**src/rtl/cyc_bus_arbiter_if.sv**
```systemverilog
// Bundle of requester-side and sequencer-side signals for the cycle arbiter.
// The arbiter takes the slave view; the requester/sequencer side takes master.
interface cyc_bus_arbiter_if;
  logic REFRQ_n;
  logic DMARQ_n;
  logic MREQ_n;
  logic IORQ_n;
  logic LOCK_n;
  logic CYCEND;
  logic GNT_REF;
  logic GNT_DMA;
  logic GNT_MEM;
  logic GNT_IO;
  logic CGNTCACT_n;
  logic CYCSTART;
  logic BUSY;
  logic TMO;
  logic REFLATE;

  modport master (
    output REFRQ_n, DMARQ_n, MREQ_n, IORQ_n, LOCK_n, CYCEND,
    input  GNT_REF, GNT_DMA, GNT_MEM, GNT_IO, CGNTCACT_n,
    input  CYCSTART, BUSY, TMO, REFLATE
  );

  modport slave (
    input  REFRQ_n, DMARQ_n, MREQ_n, IORQ_n, LOCK_n, CYCEND,
    output GNT_REF, GNT_DMA, GNT_MEM, GNT_IO, CGNTCACT_n,
    output CYCSTART, BUSY, TMO, REFLATE
  );
endinterface

```
**src/rtl/cyc_bus_arbiter.sv**
```systemverilog
// Cycle resource arbiter: picks one of refresh/DMA/CPU-mem/CPU-IO, launches the
// cycle with CYCSTART, holds the grant until CYCEND or timeout, then recovers.
module cyc_bus_arbiter #(
  parameter int unsigned RECOV_CYC   = 2,
  parameter int unsigned TIMEOUT_CYC = 64,
  parameter int unsigned REF_LATE    = 16
) (
  input  logic             sysclk,
  input  logic             sys_rst_n,
  input  logic             MR_n,
  cyc_bus_arbiter_if.slave bus
);

  localparam int unsigned ACT_W = (TIMEOUT_CYC > 1) ? $clog2(TIMEOUT_CYC) : 1;
  localparam int unsigned REF_W = $clog2(REF_LATE + 1);

  localparam logic [ACT_W-1:0] ACT_LAST = ACT_W'(TIMEOUT_CYC - 1);
  localparam logic [ACT_W-1:0] ACT_ONE  = ACT_W'(1);
  localparam logic [3:0]       REC_LAST = 4'((RECOV_CYC == 0) ? 0 : RECOV_CYC - 1);
  localparam logic [3:0]       REC_ONE  = 4'd1;
  localparam logic [REF_W-1:0] REF_MAX  = REF_W'(REF_LATE);
  localparam logic [REF_W-1:0] REF_ONE  = REF_W'(1);

  // one-hot grant bit positions
  localparam int G_REF = 0;
  localparam int G_DMA = 1;
  localparam int G_MEM = 2;
  localparam int G_IO  = 3;

  typedef enum logic [1:0] {
    ST_IDLE   = 2'd0,
    ST_ACTIVE = 2'd1,
    ST_RECOV  = 2'd2
  } state_t;

  state_t           state_q,    state_d;
  logic             pend_q,     pend_d;
  logic [3:0]       win_q,      win_d;
  logic [3:0]       gnt_q,      gnt_d;
  logic             cycstart_q, cycstart_d;
  logic             tmo_q,      tmo_d;
  logic [ACT_W-1:0] act_cnt_q,  act_cnt_d;
  logic [3:0]       rec_cnt_q,  rec_cnt_d;
  logic [REF_W-1:0] refw_q,     refw_d;
  logic             reflate_q,  reflate_d;
  logic             lock_cpu_q, lock_cpu_d;

  logic [3:0] req;
  logic [3:0] win_pick;
  logic       lock_hold;
  logic       launch;
  logic       cyc_done;
  logic       timed_out;

  assign req = {~bus.IORQ_n, ~bus.MREQ_n, ~bus.DMARQ_n, ~bus.REFRQ_n};

  // The lock only favours the CPU when the CPU held the bus last; refresh
  // grants are transparent to that history so a locked sequence survives them.
  assign lock_hold = ~bus.LOCK_n & lock_cpu_q;

  always_comb begin
    win_pick = 4'b0000;
    if (req[G_REF]) begin
      win_pick[G_REF] = 1'b1;
    end else if (lock_hold && (req[G_MEM] || req[G_IO])) begin
      if (req[G_MEM]) win_pick[G_MEM] = 1'b1;
      else            win_pick[G_IO]  = 1'b1;
    end else if (req[G_DMA]) begin
      win_pick[G_DMA] = 1'b1;
    end else if (req[G_MEM]) begin
      win_pick[G_MEM] = 1'b1;
    end else if (req[G_IO]) begin
      win_pick[G_IO] = 1'b1;
    end
  end

  // State register
  always_ff @(posedge sysclk or negedge sys_rst_n) begin
    if (!sys_rst_n) begin
      state_q    <= ST_IDLE;
      pend_q     <= 1'b0;
      win_q      <= 4'b0000;
      gnt_q      <= 4'b0000;
      cycstart_q <= 1'b0;
      tmo_q      <= 1'b0;
      act_cnt_q  <= '0;
      rec_cnt_q  <= 4'd0;
      refw_q     <= '0;
      reflate_q  <= 1'b0;
      lock_cpu_q <= 1'b0;
    end else begin
      state_q    <= state_d;
      pend_q     <= pend_d;
      win_q      <= win_d;
      gnt_q      <= gnt_d;
      cycstart_q <= cycstart_d;
      tmo_q      <= tmo_d;
      act_cnt_q  <= act_cnt_d;
      rec_cnt_q  <= rec_cnt_d;
      refw_q     <= refw_d;
      reflate_q  <= reflate_d;
      lock_cpu_q <= lock_cpu_d;
    end
  end

  // Next-state and counters
  always_comb begin
    state_d    = state_q;
    pend_d     = pend_q;
    win_d      = win_q;
    act_cnt_d  = act_cnt_q;
    rec_cnt_d  = rec_cnt_q;
    lock_cpu_d = lock_cpu_q;
    refw_d     = refw_q;
    launch     = 1'b0;
    cyc_done   = 1'b0;
    timed_out  = 1'b0;

    case (state_q)
      ST_IDLE: begin
        if (pend_q) begin
          state_d   = ST_ACTIVE;
          pend_d    = 1'b0;
          act_cnt_d = '0;
          launch    = 1'b1;
          if (win_q[G_DMA])                    lock_cpu_d = 1'b0;
          else if (win_q[G_MEM] || win_q[G_IO]) lock_cpu_d = 1'b1;
        end else begin
          win_d  = win_pick;
          pend_d = |req;
        end
      end
      ST_ACTIVE: begin
        if (bus.CYCEND)                  cyc_done  = 1'b1;
        else if (act_cnt_q == ACT_LAST)  timed_out = 1'b1;
        else                             act_cnt_d = act_cnt_q + ACT_ONE;
        if (cyc_done || timed_out) begin
          rec_cnt_d = 4'd0;
          state_d   = (RECOV_CYC == 0) ? ST_IDLE : ST_RECOV;
        end
      end
      ST_RECOV: begin
        if (rec_cnt_q == REC_LAST) state_d   = ST_IDLE;
        else                       rec_cnt_d = rec_cnt_q + REC_ONE;
      end
      default: state_d = ST_IDLE;
    endcase

    if (gnt_q[G_REF])                          refw_d = '0;
    else if (!bus.REFRQ_n && refw_q != REF_MAX) refw_d = refw_q + REF_ONE;
    reflate_d = reflate_q | (refw_d == REF_MAX);

    // Master clear overrides everything decided above, including end/timeout.
    if (!MR_n) begin
      state_d    = ST_IDLE;
      pend_d     = 1'b0;
      win_d      = 4'b0000;
      act_cnt_d  = '0;
      rec_cnt_d  = 4'd0;
      lock_cpu_d = 1'b0;
      refw_d     = '0;
      reflate_d  = 1'b0;
      launch     = 1'b0;
      cyc_done   = 1'b0;
      timed_out  = 1'b0;
    end
  end

  // Registered outputs
  always_comb begin
    gnt_d      = gnt_q;
    cycstart_d = launch;
    tmo_d      = timed_out;
    if (launch)               gnt_d = win_q;
    if (cyc_done || timed_out) gnt_d = 4'b0000;
    if (!MR_n) begin
      gnt_d      = 4'b0000;
      cycstart_d = 1'b0;
      tmo_d      = 1'b0;
    end
  end

  assign bus.GNT_REF    = gnt_q[G_REF];
  assign bus.GNT_DMA    = gnt_q[G_DMA];
  assign bus.GNT_MEM    = gnt_q[G_MEM];
  assign bus.GNT_IO     = gnt_q[G_IO];
  assign bus.CGNTCACT_n = ~gnt_q[G_DMA];
  assign bus.CYCSTART   = cycstart_q;
  assign bus.BUSY       = (state_q != ST_IDLE);
  assign bus.TMO        = tmo_q;
  assign bus.REFLATE    = reflate_q;

endmodule

```
**src/flat_wrapper.sv**
```systemverilog
// flat-port wrapper written by rule: the top's interface ports become plain ports
module cyc_bus_arbiter_flat 
#(
  parameter int unsigned RECOV_CYC   = 2,
  parameter int unsigned TIMEOUT_CYC = 64,
  parameter int unsigned REF_LATE    = 16
)
  (sysclk, sys_rst_n, MR_n, bus_REFRQ_n, bus_DMARQ_n, bus_MREQ_n, bus_IORQ_n, bus_LOCK_n, bus_CYCEND, bus_GNT_REF, bus_GNT_DMA, bus_GNT_MEM, bus_GNT_IO, bus_CGNTCACT_n, bus_CYCSTART, bus_BUSY, bus_TMO, bus_REFLATE);
  cyc_bus_arbiter_if bus_i ();
  input  logic sysclk;
  input  logic sys_rst_n;
  input  logic MR_n;
  input wire logic [$bits(bus_i.REFRQ_n)-1:0] bus_REFRQ_n;
  input wire logic [$bits(bus_i.DMARQ_n)-1:0] bus_DMARQ_n;
  input wire logic [$bits(bus_i.MREQ_n)-1:0] bus_MREQ_n;
  input wire logic [$bits(bus_i.IORQ_n)-1:0] bus_IORQ_n;
  input wire logic [$bits(bus_i.LOCK_n)-1:0] bus_LOCK_n;
  input wire logic [$bits(bus_i.CYCEND)-1:0] bus_CYCEND;
  output wire logic [$bits(bus_i.GNT_REF)-1:0] bus_GNT_REF;
  output wire logic [$bits(bus_i.GNT_DMA)-1:0] bus_GNT_DMA;
  output wire logic [$bits(bus_i.GNT_MEM)-1:0] bus_GNT_MEM;
  output wire logic [$bits(bus_i.GNT_IO)-1:0] bus_GNT_IO;
  output wire logic [$bits(bus_i.CGNTCACT_n)-1:0] bus_CGNTCACT_n;
  output wire logic [$bits(bus_i.CYCSTART)-1:0] bus_CYCSTART;
  output wire logic [$bits(bus_i.BUSY)-1:0] bus_BUSY;
  output wire logic [$bits(bus_i.TMO)-1:0] bus_TMO;
  output wire logic [$bits(bus_i.REFLATE)-1:0] bus_REFLATE;
  assign bus_i.REFRQ_n = bus_REFRQ_n;
  assign bus_i.DMARQ_n = bus_DMARQ_n;
  assign bus_i.MREQ_n = bus_MREQ_n;
  assign bus_i.IORQ_n = bus_IORQ_n;
  assign bus_i.LOCK_n = bus_LOCK_n;
  assign bus_i.CYCEND = bus_CYCEND;
  assign bus_GNT_REF = bus_i.GNT_REF;
  assign bus_GNT_DMA = bus_i.GNT_DMA;
  assign bus_GNT_MEM = bus_i.GNT_MEM;
  assign bus_GNT_IO = bus_i.GNT_IO;
  assign bus_CGNTCACT_n = bus_i.CGNTCACT_n;
  assign bus_CYCSTART = bus_i.CYCSTART;
  assign bus_BUSY = bus_i.BUSY;
  assign bus_TMO = bus_i.TMO;
  assign bus_REFLATE = bus_i.REFLATE;
  cyc_bus_arbiter #(.RECOV_CYC(RECOV_CYC), .TIMEOUT_CYC(TIMEOUT_CYC), .REF_LATE(REF_LATE)) u_core (.sysclk(sysclk), .sys_rst_n(sys_rst_n), .MR_n(MR_n), .bus(bus_i));
endmodule
```
**config.mk**
```make
export PLATFORM = sky130hd
export DESIGN_NAME = cyc_bus_arbiter_flat
export DESIGN_NICKNAME = d
export VERILOG_FILES = /design/src/rtl/cyc_bus_arbiter_if.sv /design/src/rtl/cyc_bus_arbiter.sv /design/src/flat_wrapper.sv
export SDC_FILE = /design/constraint.sdc
export NUM_CORES = 1
export LEC_CHECK = 0
export ABC_AREA = 1
export CORE_MARGIN = 1
export CORE_UTILIZATION = 42
export DETAILED_ROUTE_END_ITERATION = 8
export DONT_BUFFER_PORTS = 1
export GPL_TIMING_DRIVEN = 0
export PLACE_DENSITY = 0.64
export SYNTH_ARGS = -nofsm -noshare
export SYNTH_HDL_FRONTEND = slang
export SYNTH_SLANG_ARGS = --single-unit
```
**constraint.sdc**
```tcl
create_clock -name sysclk -period 1.9 [get_ports sysclk]
set_input_delay 0.285 -clock sysclk [delete_from_list [all_inputs] [get_ports sysclk]]
set_output_delay 0.285 -clock sysclk [all_outputs]
set_load 0.02 [all_outputs]
```
---- After elaboration in Yosys (flattened, before gate mapping) ----
Index checks and enable logic that the tools add are counted.
operators by class
  add/subtract/negate cells ............... 3
  equal/unequal tests ..................... 19
  bitwise operators ....................... 8
  reduce and logical (&&, ||, !) cells .... 15
  mux-type cells .......................... 56
operators with widths
  cell                                                                     number
  4-bit two-way mux                                                        9
  1-bit two-way mux                                                        30
  6-bit two-way mux                                                        4
  5-bit two-way mux                                                        3
  2-bit two-way mux                                                        6
  3-bit by 1-bit inequality test with 1-bit output, second input constant  4
  6-bit one-hot mux with 2 select lines                                    1
  3-bit by 2-bit inequality test with 1-bit output, second input constant  3
  3-bit inequality test, second input constant                             3
  3-bit AND reduction                                                      3
  4-bit one-hot mux with 2 select lines                                    1
  6-bit by 1-bit adder with 6-bit output, second input constant            1
  6-bit equality test, second input constant                               1
  1-bit NOT                                                                6
  2-bit one-hot mux with 3 select lines                                    1
  5-bit by 1-bit adder with 5-bit output, second input constant            1
  5-bit equality test, second input constant                               1
  5-bit inequality test, second input constant                             1
  4-bit by 1-bit adder with 4-bit output, second input constant            1
  4-bit by 1-bit equality test with 1-bit output, second input constant    1
  1-bit logical OR                                                         4
  2-bit by 1-bit inequality test with 1-bit output, second input constant  2
  4-bit AND reduction                                                      1
  4-bit OR reduction                                                       1
  11 further kinds                                                         12
word-level totals
  register bits ........................... 30
  word-level logic and storage cells ...... 112
  input port bits ......................... 9
  output and inout port bits .............. 9

---- Logic depth before layout (Yosys ltp) ----
Gate-level depths: netlist of run 1.
  depth in word-level cells ............... 9
  mapped depth ............................ 12
  gate-level depth less buffers ........... 12

---- Least setup slack after synthesis of run 1 ----
OpenSTA, ideal clock, no wires.
  path kind ............................... reg2reg
  start ................................... register u_core.act_cnt_q[0]
  end ..................................... register u_core.act_cnt_q[4]
  buffers on the path ..................... 0
  arrival time ............................ 1.303 ns
  period minus slack after synthesis ...... 1.377 ns
  slack ................................... 0.523 ns
  cell stages (with the launch flop) ...... 11
  data required time ...................... 1.826 ns
  cells stage by stage .................... dfrtp_1 -> ha_1 -> nand2_1 -> clkinv_1 -> nand3_2 -> nor2_2 -> nor2_4 -> nand2_4 -> inv_2 -> nand2_1 -> o21ai_2
between the ends
  word-level cells in the longest chain between the ends .. 5
  elaborated cells between the ends (all ways) .. 8
ends and longest elaborated chain
  element                                 RTL line                text
  start, declared                         cyc_bus_arbiter.sv:42   logic [ACT_W-1:0] act_cnt_q, act_cnt_d;
  start signal, assigned                  cyc_bus_arbiter.sv:98   act_cnt_q <= act_cnt_d;
  6-bit by 1-bit adder with 6-bit output  cyc_bus_arbiter.sv:136  else act_cnt_d = act_cnt_q + ACT_ONE;
  6-bit two-way mux                       cyc_bus_arbiter.sv:135  else if (act_cnt_q == ACT_LAST) timed_out = 1'b1;
  6-bit two-way mux                       cyc_bus_arbiter.sv:134  if (bus.CYCEND) cyc_done = 1'b1;
  6-bit one-hot mux with 2 select lines   cyc_bus_arbiter.sv:119  case (state_q)
  6-bit two-way mux                       cyc_bus_arbiter.sv:154  if (!MR_n) begin
Several ways; a longest one is shown, not always the timed one. The select of a mux whose other input is x is not followed.
A chain may end at the register's enable or synchronous reset.

---- Worst setup path after layout of run 1 ----
  start ................................... register u_core.act_cnt_q[0]
  end ..................................... register u_core.gnt_q[0]
between the ends
  word-level cells in the longest chain between the ends .. 9
  elaborated cells between the ends (all ways) .. 10
ends and longest elaborated chain
  element                             RTL line                text
  6-bit equality test (*)             cyc_bus_arbiter.sv:135
  1-bit two-way mux (*)               cyc_bus_arbiter.sv:135
  1-bit two-way mux (*)               cyc_bus_arbiter.sv:134
  1-bit two-way mux (*) (2 in a row)  cyc_bus_arbiter.sv:119
  1-bit two-way mux (*)               cyc_bus_arbiter.sv:154
  1-bit logical OR (*)                cyc_bus_arbiter.sv:175  if (cyc_done || timed_out) gnt_d = 4'b0000;
  4-bit two-way mux                   cyc_bus_arbiter.sv:175
  4-bit two-way mux                   cyc_bus_arbiter.sv:176  if (!MR_n) begin
  end signal, assigned                cyc_bus_arbiter.sv:95   gnt_q <= gnt_d;
  end, declared                       cyc_bus_arbiter.sv:39   logic [3:0] gnt_q, gnt_d;
Every way passes the cells marked *; elsewhere a longest branch is shown, timed or not. The select of a mux whose other input is x is not followed.

==> results of run 1 <==
==> routing by layer <==
metal  part of all wire (%)  wire length, microns
met1                     48                  1525
met2                     43                  1350
met3                    5.5                   172
met4                    3.1                    98
met5                      0                     0
==> registers in the layout (all words and copies together) (netlist names) <==
name,flops
u_core.act_cnt_q,6
u_core.refw_q,5
u_core.gnt_q,4
u_core.rec_cnt_q,4
u_core.win_q,4
u_core.state_q,2
u_core.bus.CYCSTART,1
u_core.bus.REFLATE,1
u_core.bus.TMO,1
u_core.lock_cpu_q,1
u_core.pend_q,1
==> cell type report <==
type                            count  share of cell area, %
Inverter                           37                  7.746
Clock buffer                        6                  4.606
Sequential cell                    30                  41.87
Tap cell                           48                  3.350
Buffer                              1                 0.4187
Multi-Input combinational cell    133                  40.33
Timing Repair Buffer                2                  1.675
==> cells in the mapped netlist (all sizes together) (3+ instances only) <==
| library cell | count |
|---|---|
| nand4 | 3 |
| dfrtp | 30 |
| nor3 | 6 |
| nand2 | 45 |
| ha | 5 |
| o22ai | 8 |
| o21ai | 11 |
| nor2 | 25 |
| nand3 | 16 |
| inv | 36 |
| a21oi | 5 |
==> how the worst max path moves through the flow <==
stage / start / to / slack [ns] / cells past startpoint
6_report: u_core.act_cnt_q[0] / u_core.gnt_q[0] / 0.25 / 8
5_1_grt: u_core.act_cnt_q[0] / u_core.gnt_q[0] / 0.11 / 8
4_1_cts: u_core.act_cnt_q[0] / u_core.gnt_q[0] / 0.27 / 8
3_5_place_dp: u_core.act_cnt_q[0] / u_core.gnt_q[0] / 0.29 / 8
3_3_place_gp: u_core.act_cnt_q[0] / u_core.gnt_q[0] / 0.28 / 8
2_1_floorplan: u_core.act_cnt_q[0] / u_core.act_cnt_q[4] / 0.52 / 10
==> layout by cell type (no fill, tap or decap) <==
| master | Yosys | routed |
|---|---|---|
| o22ai_1 | 8 | 8 |
| a21oi_1 | 4 | 4 |
| o21bai_1 | 1 | 1 |
| nand4_1 | 3 | 3 |
| nand3_2 | 3 | 3 |
| mux2i_1 | 1 | 1 |
| nand3b_1 | 1 | 1 |
| buf_12 | 0 | 1 |
| o21a_1 | 1 | 1 |
| o21ai_1 | 6 | 6 |
| ha_1 | 5 | 5 |
| nor2_1 | 20 | 20 |
| inv_2 | 8 | 8 |
| a21oi_2 | 1 | 1 |
| nor2_2 | 3 | 3 |
| buf_4 | 1 | 1 |
| dfrtp_1 | 30 | 30 |
| xor2_1 | 1 | 1 |
| nor3b_1 | 1 | 1 |
| nor2_4 | 2 | 2 |
| nand2_4 | 2 | 2 |
| inv_1 | 28 | 28 |
| o211ai_1 | 1 | 1 |
| nand2_2 | 2 | 2 |
| nor3_1 | 6 | 6 |
| dlygate4sd3_1 | 0 | 1 |
| o21ai_2 | 2 | 2 |
| o21ai_0 | 3 | 3 |
| and3_1 | 1 | 1 |
| o31ai_1 | 1 | 1 |
| clkinv_1 | 1 | 1 |
| nand3_1 | 13 | 13 |
| clkbuf_8 | 0 | 6 |
| nand2_1 | 41 | 41 |
==> critical path: cells and delay by family (launching register included) <==
family,cells,cell delay (ns)
and+or+nand+nor,4,0.57
AOI/OAI and AO/OA,2,0.24
buffers and inverters,1,0.10
DFF,1,0.42
adders and majority gates,1,0.25
==> power groups by stage <==
stage / clock network [mW] / registers [mW] / logic, mW
global route: 0.545 / 0.736 / 0.360
detailed placement: 0 / 0.742 / 0.292
CTS: 0.518 / 0.731 / 0.314
global placement: 0 / 0.741 / 0.291
finish: 0.500 / 0.731 / 0.310
floorplan: 0 / 0.733 / 0.241
==> logic make-up (layout without fill, tap and decap cells) <==
group / after synthesis / count (layout)
AOI/OAI and AO/OA: 28 / 28
buffers and inverters: 38 / 46
DFF: 30 / 30
xor gates and xnor gates: 1 / 1
adders and majority gates: 5 / 5
muxes: 1 / 1
and+or+nand+nor: 98 / 98
==> reports/metrics.yaml, run 1 <==
antenna_found_initial: 0
period_share_pct: 86.62
synth_edf_count: 0
dp_hpwl_mm: 2.281
hold_viol: 0
area_growth_pct: 10.66
cp_max_fo: 5
timing.setup.tns_ns: 0
fill_cells: 369
regArea_sq_um: 750.7
hp-start: "bus_CYCEND"
worst_hold_slack_ns: 0.07625
pre_cts_ws_ns: 0.2856
crit_chain: "ha_1 > nand2_1 > clkinv_1 > nand3_2 > a21oi_1 > nor2_2 > nand2_1 > o22ai_1"
synth-simple-area-share_pct: 29.03
rows: 22
hold_path_end: "u_core.bus.TMO"
rsz0062_at_grt: "no"
rrSetupSlack_ns: 0.25
powerDensity_nw_per_um2: 859.3
yosys.area.top_type: "dfrtp_1"
cts_root_buffer: "clkbuf_8"
finalCriticalPeriod_ns: 1.646
post_cts_resized: 0
cts_tree: "done"
r2r_start: "u_core.act_cnt_q[0]"
slowest_stage: "dfrtp_1"
syn-num-nets: 215
multi_input_area_sq_um: 723.2
routed-via-count: 1296
grt_use_met1_pct: 23.26
post-cts-setup-buffer-count: 0
drc: 0
yosysWarnings: 0
fin_util_pct: 48.61
synth_compound_area_share_pct: 10.58
syn_inst: 201
gr-max-usage-layer: "met2"
min_path_type: "in -> reg"
drt_first_iter_violations: 53
cts_buffer_depth: 2
switching_share_pct: 31.71
routed_wl_mm: 3.147
dieArea_sq_um: 4110
hold_path_depth: 1
grt_first_pass_wirelength_mm: 5.602
fmax_mhz: 607.6
diodes: 0
power.share.clock_pct: 32.5
synth-seq-cells: 30
die_x_microns: 64.11
drv_cap: 0
power_mw: 1.541
ys_top_cells_by_area: "dfrtp_1 46%, nand2_1 9.5%, inv_1 6.5%, nor2_1 4.6%, nand3_1 4.0%"
synth_adder_area_share_pct: 3.861
relSlewSlack_pct: 76.39
synth-main-ff-cell: "dfrtp_1"
grt_max_degree: 31
drive_gt1_share_pct: 14.83
cp-start-kind: "flop"
worstPathRequired_ns: 2.10
clock_skew_ns: 0.003931
worstMarginPinSlew_ns: 0.3504
p_seq_share_pct: 47.4
synth_top_family_by_area: "simple AND/OR/NAND/NOR gates"
timing.rr.end: "u_core.gnt_q[0]"
worstSetupPathType: "reg -> reg"
drt-pass1-iter-count: 5
synth-xor-area-share_pct: 0.5405
p_comb_share_pct: 20.1
drtAntennaViolNets: 0
io-pin-count: 18
syn_area_sq_um: 1620
cp_data_arrival_time_ns: 1.85
core_sq_um: 3689
reg2reg_depth: 8
final_max_slew_viol_count: 0
final_nets: 224
cts_buffers: 5
synth_top_area_share_pct: 46.33
slowest_delay_ns: 0.42
track_usage_pct: 18.31
gr-total-overflow: 0
insertion_delay_ns: 0.28
use_met2_pct: 27.26
vias_per_cell: 5.043
synthMuxAreaShare_pct: 0.6178
initial_core_util_pct: 43.93
path_common_cell: "nand2_1"
fin_ws_ns: 0.2542
end_kind: "flop"
place_area_sq_um: 1680
synth_cell_types: 31
design_area_sq_um: 1793
syn_avg_cell_area_sq_um: 8.061
cts.clk_slew.worst_paths_ns: 0.06
grt_pass1_vias: 1285
cts-htree-levels: 2
irDropWorstVdd_mv: 0.5439
power.internal_mw: 1.052
switching_power_mw: 0.4885
routedWlPerCell_microns: 12.25
seq_area_frac_synth_pct: 46.33
routabilityCongestion: 0.8155
leakagePower_nw: 0.8608
instances_no_fill: 257
cts_sinks: 30
gr-usage-met3_pct: 6.071
dp.cells: 249
setup_violations: 0
portBuffers: 0
fp.dieH_microns: 64.11
async_flop_share_pct: 100.0
hold_buffers: 2
outcome: "finished, final reports clean"
Power figures use the tool's default switching activity.
==> inputs of run 2 (changes only) <==
- CORE_ASPECT_RATIO: not set -> 1.75
- MAX_ROUTING_LAYER: not set -> met4
- SLEW_MARGIN: not set -> 25
==> run 2 against run 1 <==
Power up 1.6%. Utilization up 0.49 points. Global-route usage up 0.49 points. Critical path depth did not move. Count of clock-buffer cells in the layout is 1 higher. Via count down 0.93%. First-iteration DRC count shrank 70%.
==> reports/metrics.yaml, run 2 (synthesis gave the netlist of run 1 again) <==
outcome: "finished, final reports clean"  # unchanged
p_comb_share_pct: 19.8  # was 20.1%
cts_buffers: 5  # unchanged
crit_chain: "ha_1 > nand2_1 > clkinv_1 > nand3_2 > a21oi_1 > nor2_2 > nand2_1 > o22ai_1"  # unchanged
drt_first_iter_violations: 16  # was 53
timing.setup.tns_ns: 0  # unchanged
relSlewSlack_pct: 79.78  # was 76.39%
hold_viol: 0  # unchanged
routedWlPerCell_microns: 12.55  # was 12.25 microns
period_share_pct: 83.78  # was 86.62%
area_growth_pct: 11.04  # was 10.66%
dp_hpwl_mm: 2.397  # was 2.281 mm
cts.clk_slew.worst_paths_ns: 0.06  # about the same
vias_per_cell: 4.996  # was 5.043
grt_max_degree: 31  # unchanged
drc: 0  # unchanged
cts_sinks: 30  # unchanged
die_x_microns: 48.95  # was 64.11 microns
p_seq_share_pct: 46.6  # was 47.4%
top_register: "u_core.act_cnt_q"  # unchanged
gr-total-overflow: 0  # unchanged
reg_top3: "u_core.act_cnt_q x6, u_core.refw_q x5"  # unchanged
drt-pass1-iter-count: 4  # was 5
switching_power_mw: 0.4998  # was 0.4885 mW
rows: 29  # was 22
dp.cells: 247  # was 249
cts_root_buffer: "clkbuf_8"  # unchanged
instances_no_fill: 257  # unchanged
cts_tree: "done"  # unchanged
fmax_mhz: 628.2  # was 607.6 MHz
worstMarginPinSlew_ns: 0.3013  # was 0.3504 ns
grt_first_pass_wirelength_mm: 5.568  # was 5.602 mm
antenna_found_initial: 0  # unchanged
place_area_sq_um: 1678  # was 1680 sq um
slowest_delay_ns: 0.42  # about the same
design_area_sq_um: 1799  # was 1793 sq um
drtAntennaViolNets: 0  # unchanged
routed_wl_mm: 3.226  # was 3.147 mm
final_max_slew_viol_count: 0  # unchanged
slowest_stage: "dfrtp_1"  # unchanged
layout_commonest_cell: "nand2_1"  # unchanged
grt_pass1_vias: 1251  # was 1,285
cp-start-kind: "flop"  # unchanged
fp.dieH_microns: 84.17  # was 64.11 microns
largest_reg_flops: 6  # unchanged
rsz0062_at_grt: "no"  # unchanged
cp_max_fo: 5  # unchanged
cts_buffer_depth: 2  # unchanged
initial_core_util_pct: 44.21  # was 43.93%
cts-htree-levels: 2  # unchanged
insertion_delay_ns: 0.28  # about the same
layout_common_cells: "41 x nand2_1, 30 x dfrtp_1, 28 x inv_1, 20 x nor2_1, 13 x nand3_1"  # unchanged
fill_cells: 370  # was 369
min_path_type: "in -> reg"  # unchanged
finalCriticalPeriod_ns: 1.592  # was 1.646 ns
dieArea_sq_um: 4120  # was 4110 sq um
path_common_cell: "nand2_1"  # unchanged
routed-via-count: 1284  # was 1,296
power.share.clock_pct: 33.6  # was 32.5%
drive_gt1_share_pct: 15.17  # was 14.83%
powerDensity_nw_per_um2: 870.0  # was 859.3 nW/um^2
irDropWorstVdd_mv: 0.6676  # was 0.5439 mV
setup_violations: 0  # unchanged
track_usage_pct: 18.80  # was 18.31%
core_sq_um: 3665  # was 3689 sq um
worstSetupPathType: "reg -> reg"  # unchanged
routabilityCongestion: 0.8217  # was 0.8155
worstPathRequired_ns: 2.10  # about the same
switching_share_pct: 31.93  # was 31.71%
leakagePower_nw: 0.8659  # was 0.8608 nW
portBuffers: 0  # unchanged
diodes: 0  # unchanged
drv_cap: 0  # unchanged
final_nets: 224  # unchanged
power.internal_mw: 1.066  # was 1.052 mW
cp_num_buf_inv: 1  # unchanged
io-pin-count: 18  # unchanged
critical-path-top-delay-family: "simple AND/OR/NAND/NOR gates"  # unchanged
clock_skew_ns: 0.003390  # was 0.003931 ns
cp_data_arrival_time_ns: 1.79  # was 1.85 ns
end_kind: "flop"  # unchanged
run 2: timing repair:
action,CTS,global route
endpoints found under the hold margin,30,0
buffers inserted,0,0
hold buffers,2,0
gates resized for setup,0,0
run 2: power by group through the flow:
| stage | sequential, mW | combinational, mW | clock [mW] |
|---|---|---|---|
| final | 0.729 | 0.311 | 0.525 |
| after CTS | 0.729 | 0.317 | 0.536 |
| after detailed placement | 0.741 | 0.294 | 0 |
| after global placement | 0.740 | 0.292 | 0 |
| after floorplan | 0.733 | 0.241 | 0 |
| after global routing | 0.736 | 0.354 | 0.567 |
run 2: routing by layer:
layer	routed length (microns)	share of wire [%]	vias up	track usage (%)
li1	-	-	663	-
met5	0	0	-	-
met1	1306	40	596	18.81
met4	78	2.4	0	10.43
met2	1715	53	21	32.20
met3	126	3.9	4	5.254
run 2: path summary, 6_finish.rpt:
| path | start | end | slack (ns) | cells past startpoint |
|---|---|---|---|---|
| max | u_core.act_cnt_q[0] | u_core.gnt_q[0] | 0.31 | 8 |
| min | bus_CYCEND | u_core.bus.TMO | 0.07 | 1 |
| max reg2reg | u_core.act_cnt_q[0] | u_core.gnt_q[0] | 0.31 | 8 |
| min reg2reg | u_core.lock_cpu_q | u_core.lock_cpu_q | 0.53 | 2 |
| max in group asynchronous | sys_rst_n | u_core.rec_cnt_q[1] | 1.29 | 2 |
| min in group asynchronous | sys_rst_n | u_core.refw_q[2] | 0.43 | 2 |
run 2: layout make-up:
type,instances,area (sq um),area share (%)
Sequential cell,30,750.7,41.72
Multi-Input combinational cell,133,723.2,40.19
Inverter,37,138.9,7.719
Clock buffer,7,86.33,4.798
Tap cell,46,57.56,3.199
Timing Repair Buffer,2,30.03,1.669
Buffer,1,7.507,0.4172
Clock inverter,1,5.005,0.2782
run 2: worst reg2reg max path, delay by kind of cell, from the launching register on:
kind | cells | cell delay [ns]
buf+inv | 1 | 0.09
compound gates | 2 | 0.23
simple gates | 4 | 0.53
fa+ha+maj | 1 | 0.24
flops | 1 | 0.42
run 2: per-stage QoR:
stage          total power, mW  setup WS, ns  utilization (%)  hold WS (ns)
6_report                 1.565        0.3081            49.10       0.07099
5_1_grt                  1.658        0.1795            49.10       0.05231
4_1_cts                  1.582        0.3027            49.10       0.06445
3_5_place_dp             1.034        0.3235            45.78     -0.009740
3_3_place_gp             1.032        0.3260            45.78     -0.009738
2_1_floorplan           0.9741        0.5233                -      -0.01059
